### src/rtl/regmap_pkg.sv
// Shared constants, FSM state types and byte-lane merge helper
// for the parametrised AXI-lite register map.
package regmap_pkg;

  localparam logic [31:0] PCORE_VERSION = 32'h0001_0300;

  localparam int ADDR_VERSION     = 'h000;
  localparam int ADDR_ID          = 'h001;
  localparam int ADDR_MAGIC       = 'h003;
  localparam int ADDR_EVT_STATUS  = 'h004;
  localparam int ADDR_EVT_MASK    = 'h005;
  localparam int ADDR_STATUS_BASE = 'h010;
  localparam int ADDR_CTRL_BASE   = 'h040;

  localparam logic [1:0] RESP_OKAY   = 2'b00;
  localparam logic [1:0] RESP_SLVERR = 2'b10;

  typedef enum logic [1:0] {
    W_IDLE,
    W_EXEC,
    W_RESP
  } wr_state_t;

  typedef enum logic {
    R_IDLE,
    R_DATA
  } rd_state_t;

  function automatic logic [31:0] apply_wstrb(
    input logic [31:0] old_v,
    input logic [31:0] new_v,
    input logic [3:0]  strb
  );
    logic [31:0] res;
    res = old_v;
    for (int b = 0; b < 4; b++) begin
      if (strb[b]) res[8*b +: 8] = new_v[8*b +: 8];
    end
    return res;
  endfunction

endpackage

### src/rtl/axi_lite_slave_core.sv
// AXI-lite slave handshake engine: write and read FSMs, exposing
// a one-cycle write strobe and a combinational read request.
module axi_lite_slave_core
  import regmap_pkg::*;
#(
  parameter int ADDRESS_WIDTH = 11
) (
  input  logic                     clk_i,
  input  logic                     reset_i,
  input  logic [ADDRESS_WIDTH-1:0] s_axi_if_awaddr,
  input  logic                     s_axi_if_awvalid,
  output logic                     s_axi_if_awready,
  input  logic [31:0]              s_axi_if_wdata,
  input  logic [3:0]               s_axi_if_wstrb,
  input  logic                     s_axi_if_wvalid,
  output logic                     s_axi_if_wready,
  output logic [1:0]               s_axi_if_bresp,
  output logic                     s_axi_if_bvalid,
  input  logic                     s_axi_if_bready,
  input  logic [ADDRESS_WIDTH-1:0] s_axi_if_araddr,
  input  logic                     s_axi_if_arvalid,
  output logic                     s_axi_if_arready,
  output logic [31:0]              s_axi_if_rdata,
  output logic [1:0]               s_axi_if_rresp,
  output logic                     s_axi_if_rvalid,
  input  logic                     s_axi_if_rready,
  output logic                     wreq,
  output logic [ADDRESS_WIDTH-3:0] waddr,
  output logic [31:0]              wdata,
  output logic [3:0]               wstrb,
  input  logic                     werr,
  output logic                     rreq,
  output logic [ADDRESS_WIDTH-3:0] raddr,
  input  logic [31:0]              rdata,
  input  logic                     rerr
);

  wr_state_t wst, wst_nxt;
  rd_state_t rst, rst_nxt;

  logic                     aw_full, w_full;
  logic                     aw_hs, w_hs, ar_hs;
  logic [ADDRESS_WIDTH-3:0] aw_q;
  logic [31:0]              wd_q;
  logic [3:0]               ws_q;
  logic [1:0]               bresp_q, rresp_q;
  logic [31:0]              rdata_q;
  logic                     unused_lsb;

  assign unused_lsb = ^{s_axi_if_awaddr[1:0],
                        s_axi_if_araddr[1:0]};

  assign s_axi_if_awready = !reset_i && wst == W_IDLE && !aw_full;
  assign s_axi_if_wready  = !reset_i && wst == W_IDLE && !w_full;
  assign s_axi_if_arready = !reset_i && rst == R_IDLE;

  assign aw_hs = s_axi_if_awvalid && s_axi_if_awready;
  assign w_hs  = s_axi_if_wvalid && s_axi_if_wready;
  assign ar_hs = s_axi_if_arvalid && s_axi_if_arready;

  assign wreq  = wst == W_EXEC;
  assign waddr = aw_q;
  assign wdata = wd_q;
  assign wstrb = ws_q;

  assign rreq  = ar_hs;
  assign raddr = s_axi_if_araddr[ADDRESS_WIDTH-1:2];

  assign s_axi_if_bvalid = wst == W_RESP;
  assign s_axi_if_bresp  = bresp_q;
  assign s_axi_if_rvalid = rst == R_DATA;
  assign s_axi_if_rdata  = rdata_q;
  assign s_axi_if_rresp  = rresp_q;

  always_ff @(posedge clk_i) begin
    if (reset_i) begin
      wst <= W_IDLE;
      rst <= R_IDLE;
    end else begin
      wst <= wst_nxt;
      rst <= rst_nxt;
    end
  end

  // Execute as soon as the second half of the pair lands
  always_comb begin
    wst_nxt = wst;
    unique case (wst)
      W_IDLE:
        if ((aw_full || aw_hs) && (w_full || w_hs))
          wst_nxt = W_EXEC;
      W_EXEC: wst_nxt = W_RESP;
      W_RESP:
        if (s_axi_if_bready) wst_nxt = W_IDLE;
      default: wst_nxt = W_IDLE;
    endcase
  end

  always_comb begin
    rst_nxt = rst;
    unique case (rst)
      R_IDLE: if (ar_hs) rst_nxt = R_DATA;
      R_DATA: if (s_axi_if_rready) rst_nxt = R_IDLE;
      default: rst_nxt = R_IDLE;
    endcase
  end

  always_ff @(posedge clk_i) begin
    if (reset_i) begin
      aw_full <= 1'b0;
      w_full  <= 1'b0;
      aw_q    <= '0;
      wd_q    <= '0;
      ws_q    <= '0;
      bresp_q <= RESP_OKAY;
    end else begin
      if (aw_hs) begin
        aw_full <= 1'b1;
        aw_q    <= s_axi_if_awaddr[ADDRESS_WIDTH-1:2];
      end
      if (w_hs) begin
        w_full <= 1'b1;
        wd_q   <= s_axi_if_wdata;
        ws_q   <= s_axi_if_wstrb;
      end
      if (wst == W_EXEC) begin
        aw_full <= 1'b0;
        w_full  <= 1'b0;
        bresp_q <= werr ? RESP_SLVERR : RESP_OKAY;
      end
    end
  end

  always_ff @(posedge clk_i) begin
    if (reset_i) begin
      rdata_q <= '0;
      rresp_q <= RESP_OKAY;
    end else if (ar_hs) begin
      rdata_q <= rerr ? 32'h0 : rdata;
      rresp_q <= rerr ? RESP_SLVERR : RESP_OKAY;
    end
  end

endmodule

### src/rtl/param_regmap.sv
// Parametrised AXI-lite register map: control words, status words,
// sticky W1C events with masked, registered interrupt.
module param_regmap
  import regmap_pkg::*;
#(
  parameter logic [31:0]          ID            = 32'h0,
  parameter int                   ADDRESS_WIDTH = 11,
  parameter logic [31:0]          MAGIC         = 32'h0,
  parameter int                   N_RW          = 4,
  parameter int                   N_RO          = 4,
  parameter int                   N_EVT         = 8,
  parameter logic [N_RW*32-1:0]   CTRL_RESET    = '0
) (
  input  logic                     clk_i,
  input  logic                     reset_i,
  input  logic [ADDRESS_WIDTH-1:0] s_axi_if_awaddr,
  input  logic                     s_axi_if_awvalid,
  output logic                     s_axi_if_awready,
  input  logic [31:0]              s_axi_if_wdata,
  input  logic [3:0]               s_axi_if_wstrb,
  input  logic                     s_axi_if_wvalid,
  output logic                     s_axi_if_wready,
  output logic [1:0]               s_axi_if_bresp,
  output logic                     s_axi_if_bvalid,
  input  logic                     s_axi_if_bready,
  input  logic [ADDRESS_WIDTH-1:0] s_axi_if_araddr,
  input  logic                     s_axi_if_arvalid,
  output logic                     s_axi_if_arready,
  output logic [31:0]              s_axi_if_rdata,
  output logic [1:0]               s_axi_if_rresp,
  output logic                     s_axi_if_rvalid,
  input  logic                     s_axi_if_rready,
  input  logic [N_RO*32-1:0]       status_i,
  input  logic [N_EVT-1:0]         event_i,
  output logic [N_RW*32-1:0]       ctrl_o,
  output logic [N_RW-1:0]          ctrl_wr_o,
  output logic                     irq_o
);

  localparam int WA = ADDRESS_WIDTH - 2;

  logic          wreq, rreq, werr, rerr;
  logic [WA-1:0] waddr, raddr;
  logic [31:0]   wdata, rdata;
  logic [3:0]    wstrb;

  logic [N_RW*32-1:0] ctrl_q;
  logic [N_RW-1:0]    ctrl_wr_q, ctrl_hit;
  logic [N_EVT-1:0]   evt_status, evt_mask, evt_clr;
  logic               mask_hit, evt_hit, irq_q;
  logic               unused_rreq;

  assign unused_rreq = rreq;

  axi_lite_slave_core #(
    .ADDRESS_WIDTH(ADDRESS_WIDTH)
  ) u_core (
    .clk_i            (clk_i),
    .reset_i          (reset_i),
    .s_axi_if_awaddr  (s_axi_if_awaddr),
    .s_axi_if_awvalid (s_axi_if_awvalid),
    .s_axi_if_awready (s_axi_if_awready),
    .s_axi_if_wdata   (s_axi_if_wdata),
    .s_axi_if_wstrb   (s_axi_if_wstrb),
    .s_axi_if_wvalid  (s_axi_if_wvalid),
    .s_axi_if_wready  (s_axi_if_wready),
    .s_axi_if_bresp   (s_axi_if_bresp),
    .s_axi_if_bvalid  (s_axi_if_bvalid),
    .s_axi_if_bready  (s_axi_if_bready),
    .s_axi_if_araddr  (s_axi_if_araddr),
    .s_axi_if_arvalid (s_axi_if_arvalid),
    .s_axi_if_arready (s_axi_if_arready),
    .s_axi_if_rdata   (s_axi_if_rdata),
    .s_axi_if_rresp   (s_axi_if_rresp),
    .s_axi_if_rvalid  (s_axi_if_rvalid),
    .s_axi_if_rready  (s_axi_if_rready),
    .wreq             (wreq),
    .waddr            (waddr),
    .wdata            (wdata),
    .wstrb            (wstrb),
    .werr             (werr),
    .rreq             (rreq),
    .raddr            (raddr),
    .rdata            (rdata),
    .rerr             (rerr)
  );

  always_comb begin
    ctrl_hit = '0;
    mask_hit = int'(waddr) == ADDR_EVT_MASK;
    evt_hit  = int'(waddr) == ADDR_EVT_STATUS;
    for (int i = 0; i < N_RW; i++) begin
      if (int'(waddr) == ADDR_CTRL_BASE + i)
        ctrl_hit[i] = 1'b1;
    end
    werr = !(|ctrl_hit || mask_hit || evt_hit);
  end

  always_comb begin
    rdata = '0;
    rerr  = 1'b1;
    if (int'(raddr) == ADDR_VERSION) begin
      rdata = PCORE_VERSION;
      rerr  = 1'b0;
    end
    if (int'(raddr) == ADDR_ID) begin
      rdata = ID;
      rerr  = 1'b0;
    end
    if (int'(raddr) == ADDR_MAGIC) begin
      rdata = MAGIC;
      rerr  = 1'b0;
    end
    if (int'(raddr) == ADDR_EVT_STATUS) begin
      rdata = 32'(evt_status);
      rerr  = 1'b0;
    end
    if (int'(raddr) == ADDR_EVT_MASK) begin
      rdata = 32'(evt_mask);
      rerr  = 1'b0;
    end
    for (int i = 0; i < N_RO; i++) begin
      if (int'(raddr) == ADDR_STATUS_BASE + i) begin
        rdata = status_i[32*i +: 32];
        rerr  = 1'b0;
      end
    end
    for (int i = 0; i < N_RW; i++) begin
      if (int'(raddr) == ADDR_CTRL_BASE + i) begin
        rdata = ctrl_q[32*i +: 32];
        rerr  = 1'b0;
      end
    end
  end

  // W1C only clears bits in strobed byte lanes
  assign evt_clr = (wreq && evt_hit)
    ? N_EVT'(apply_wstrb(32'h0, wdata, wstrb))
    : '0;

  always_ff @(posedge clk_i) begin
    if (reset_i) begin
      ctrl_q     <= CTRL_RESET;
      ctrl_wr_q  <= '0;
      evt_status <= '0;
      evt_mask   <= '0;
      irq_q      <= 1'b0;
    end else begin
      ctrl_wr_q <= wreq ? ctrl_hit : '0;
      for (int i = 0; i < N_RW; i++) begin
        if (wreq && ctrl_hit[i])
          ctrl_q[32*i +: 32] <= apply_wstrb(
            ctrl_q[32*i +: 32], wdata, wstrb);
      end
      if (wreq && mask_hit)
        evt_mask <= N_EVT'(apply_wstrb(
          32'(evt_mask), wdata, wstrb));
      evt_status <= (evt_status & ~evt_clr) | event_i;
      irq_q      <= |(evt_status & evt_mask);
    end
  end

  assign ctrl_o    = ctrl_q;
  assign ctrl_wr_o = ctrl_wr_q;
  assign irq_o     = irq_q;

endmodule

### config.mk
export PLATFORM = sky130hd
export DESIGN_NAME = param_regmap
export DESIGN_NICKNAME = d
export VERILOG_FILES = /design/src/rtl/regmap_pkg.sv /design/src/rtl/axi_lite_slave_core.sv /design/src/rtl/param_regmap.sv
export SDC_FILE = /design/constraint.sdc
export NUM_CORES = 1
export LEC_CHECK = 0
export CAP_MARGIN = 20
export CORE_MARGIN = 10
export CORE_UTILIZATION = 43
export DETAILED_ROUTE_END_ITERATION = 8
export PLACE_DENSITY = 0.77
export SYNTH_ARGS = -nofsm -noshare
export SYNTH_HDL_FRONTEND = slang
export SYNTH_HIERARCHICAL = 1
export SYNTH_SLANG_ARGS = --single-unit
### constraint.sdc
create_clock -name clk_i -period 2.22 [get_ports clk_i]
set_input_delay 0.222 -clock clk_i [delete_from_list [all_inputs] [get_ports clk_i]]
set_output_delay 0.222 -clock clk_i [all_outputs]
set_load 0.02 [all_outputs]
==> results.md <==
* Status: completed
* Peak Freq at between 0.4 and 0.5 GHz
* Nets at between 1500 and 2000
* Remaining routing DRC violations at 0
* Finished Cell Area at ~0.018 mm2
* Cells after synthesis at 1361
* Pwr/cell area at around 570 mW/mm2
* Tot GR Track Use at a little over a quarter
* Hold Path Class: input port to flip-flop
* Mapped cell area at 0.0123 mm2
* Post-synthesis async set-or-reset flop share at 0%
* Pin count of the biggest net entering global routing at 70
* Dpl hpwl at 39000 um
* Clock sink count at 233
* Final Cycle Share at between 90% and 100%
* TritonCTS Buffers at 26
* Synth warn at 6
* DR WL/cell at approximately 24 um
* Setup Viol. Count Final at 0
* Critical-path top delay cell: or4_4
* WP data required at 2.63 ns
* Worst flop-to-flop path startpoint: u_core/waddr[3]$_SDFFE_PP0P_
* Max incr delay on CP at 0.59 ns
* Later-pin clock latency in the skew report at 0.54 ns
* Core Region at roughly 0.028 mm2
* Launch point of the worst path: u_core/waddr[3]$_SDFFE_PP0P_
* I/O Buffers at approximately 370
* TritonRoute pass-1 iters at 5
* Grt total ovfl at 0
* Slew at the pin closest to its max-slew limit at about 0.67 ns
* Max Root-Sink Buffers at 3
* Fill cells at between 2000 and 2500
* Peak supply drop at between 0.5 and 0.6 mV
* I/O Pins at 375
* Worst Skew at between 0.02 and 0.025 ns
* Rows at 61
* Detail Route Antenna Nets at 0
* Layout cells sized above 1 at around 11%
* Vias at between 10000 and 15000
* Die X at 189 um
* CTS tree: done
* Max-slew violation count at 0
* CP Max Fanout at 8
* Worst Setup End Kind: flip-flop
* Vias/cell at between 5 and 6
* Static Leakage at ~6.7 nW
* Flops & latches, synth at 233
* Syn Area/Cell at roughly 9.0 um2
* Commonest non-fill, non-tap cell in the layout: clkdlybuf4s50_1
* RSZ-0062 raised after global routing: yes
* Hold WS at ~0.24 ns
* Post-synth EDFFs at 0
* Cell Area, Placed at 0.0166 mm2
* Design Power at just over 10 mW
* Sequential share of the synthesized area at 38.1%
* Final WL at between 40000 and 50000 um
* Setup bufs post-CTS at 0
* CP arrival at approximately 2.5 ns
* Clock slew at reported path FFs at about 0.060 ns
* Most frequent cells in the layout: clkdlybuf4s50_1 (363), dfxtp_1 (233), nand2b_1 (175), mux2i_1 (173), a21oi_1 (114)
* Tmin final at roughly 2.1 ns
* Critical path class: flip-flop to flip-flop
* Worst Setup Start Kind: flip-flop
* DRT iter0 DRCs at 1095
* CTS root buffer: clkbuf_16
* Die Y at about 190 um
* Max_cap viols at 0
* Crit-path cells: or4_4, nor4_4, nand2_2, mux2i_1
* Number of global-route vias before repair at 11800
* First-pass GRT wire length at between 70000 and 80000 um
* Routability Congestion at ~1
* Initial antenna violation count at 0
* Initial Util at ~44%
* Area growth syn-to-layout at 43.1%
* Worst Hold Launch: s_axi_if_rready
* Unique masters post-synth at around 70
* Hold Vio Cnt, Final at 0
* N_diodes at 0
* H-tree levels at 1
* Rel. slew slack at 55.1%
* Die footprint at 0.0357 mm2
* Top_reg_cell synth: dfxtp_1
synthesized netlist by cell type (all sizes together) (11+ instances only):
cell     number  area (um2)
and3         14        87.6
a32oi        11        96.3
nand2b      175        1090
mux2         32         360
o21ai        77         385
o22ai        22         138
nand2        64         258
inv          24        90.1
buf          44         264
o2bb2ai      11        96.3
or3          13        81.3
mux4         12         270
mux2i       173        1730
clkbuf       75         282
nand3b       35         263
a21oi       115         576
nand3        53         288
nand4        18         113
nor2b        12        75.1
dfxtp       233        4660
nor2         42         163
area by class of cell:
| type | instances | area [um2] | area share, % |
|---|---|---|---|
| well taps | 378 | 473 | 2.70 |
| repair buffers | 451 | 4410 | 25.2 |
| flip-flops and latches | 233 | 4660 | 26.6 |
| inverters | 26 | 98.8 | 0.563 |
| clock buffers | 40 | 793 | 4.52 |
| clock inverters | 6 | 119 | 0.678 |
| multi-input cells | 984 | 6980 | 39.8 |
cells by family after synthesis:
logic type,Yosys count,share of synthesized area [%]
AOI/OAI and AO/OA,304,15.1
buffers and inverters,145,5.26
DFF,233,38.1
muxes,217,19.3
other,1,0.0306
and+or+nand+nor,461,22.3
what timing repair did:
item	in CTS	in global routing
hold endpoints to repair	12	0
endpoints found under the setup margin	2	32
pin swaps	0	0
gates resized for setup	2	1
hold buffers	1	0
worst max-delay path: cells and delay by family, from the launching register on:
kind	cells	cell delay [ns]
simple gates	3	1.45
flops	1	0.33
mux	1	0.20
flip-flops by register name (all words and copies together), names as in the netlist:
register / count
u_core/s_axi_if_rresp: 1
evt_mask: 8
ctrl_wr_o: 4
ctrl_o: 128
u_core/wdata: 32
u_core/s_axi_if_bresp: 1
evt_status: 8
u_core/aw_full: 1
u_core/s_axi_if_rvalid: 1
u_core/s_axi_if_rdata: 32
irq_o: 1
u_core/wstrb: 4
u_core/w_full: 1
u_core/wst: 2
u_core/waddr: 9
through the flow:
step                instances  worst slack, ns  setup TNS (ns)  utilization, %
floorplan                1362           0.0272               0               -
global placement         2071           -0.270           -4.57            59.5
detailed placement       2071           -0.303           -5.07            59.5
CTS                      2118            0.137               0            62.8
global route             2118          -0.0441          -0.679            62.8
finish                   2118            0.110               0            62.8
report_power, final:
group / switching, mW / leakage, nW / total, mW / internal (mW)
registers: 0.0618 / 1.88 / 4.31 / 4.24
clock network: 1.73 / 0.444 / 4.53 / 2.80
logic: 0.587 / 4.36 / 1.22 / 0.629
final timing paths:
path	end	slack, ns	depth (start not counted)
setup / recovery	ctrl_o[16]$_SDFFE_PP0P_	0.11	4
hold reg to reg	u_core/s_axi_if_rdata[9]$_SDFFE_PP0P_	0.45	2
hold / removal	u_core/s_axi_if_rvalid$_SDFF_PP0_	0.24	2
setup reg to reg	ctrl_o[16]$_SDFFE_PP0P_	0.11	4
per-layer routing:
metal,part of all wire [%],GRT usage [%],vias to the layer above
met2,46,42.5,548
met1,44,35.6,5830
met5,0,0,-
met3,7.6,5.52,62
met4,2.1,6.26,0
li1,-,-,5603
Note: power is estimated with default switching activity, not from simulation.
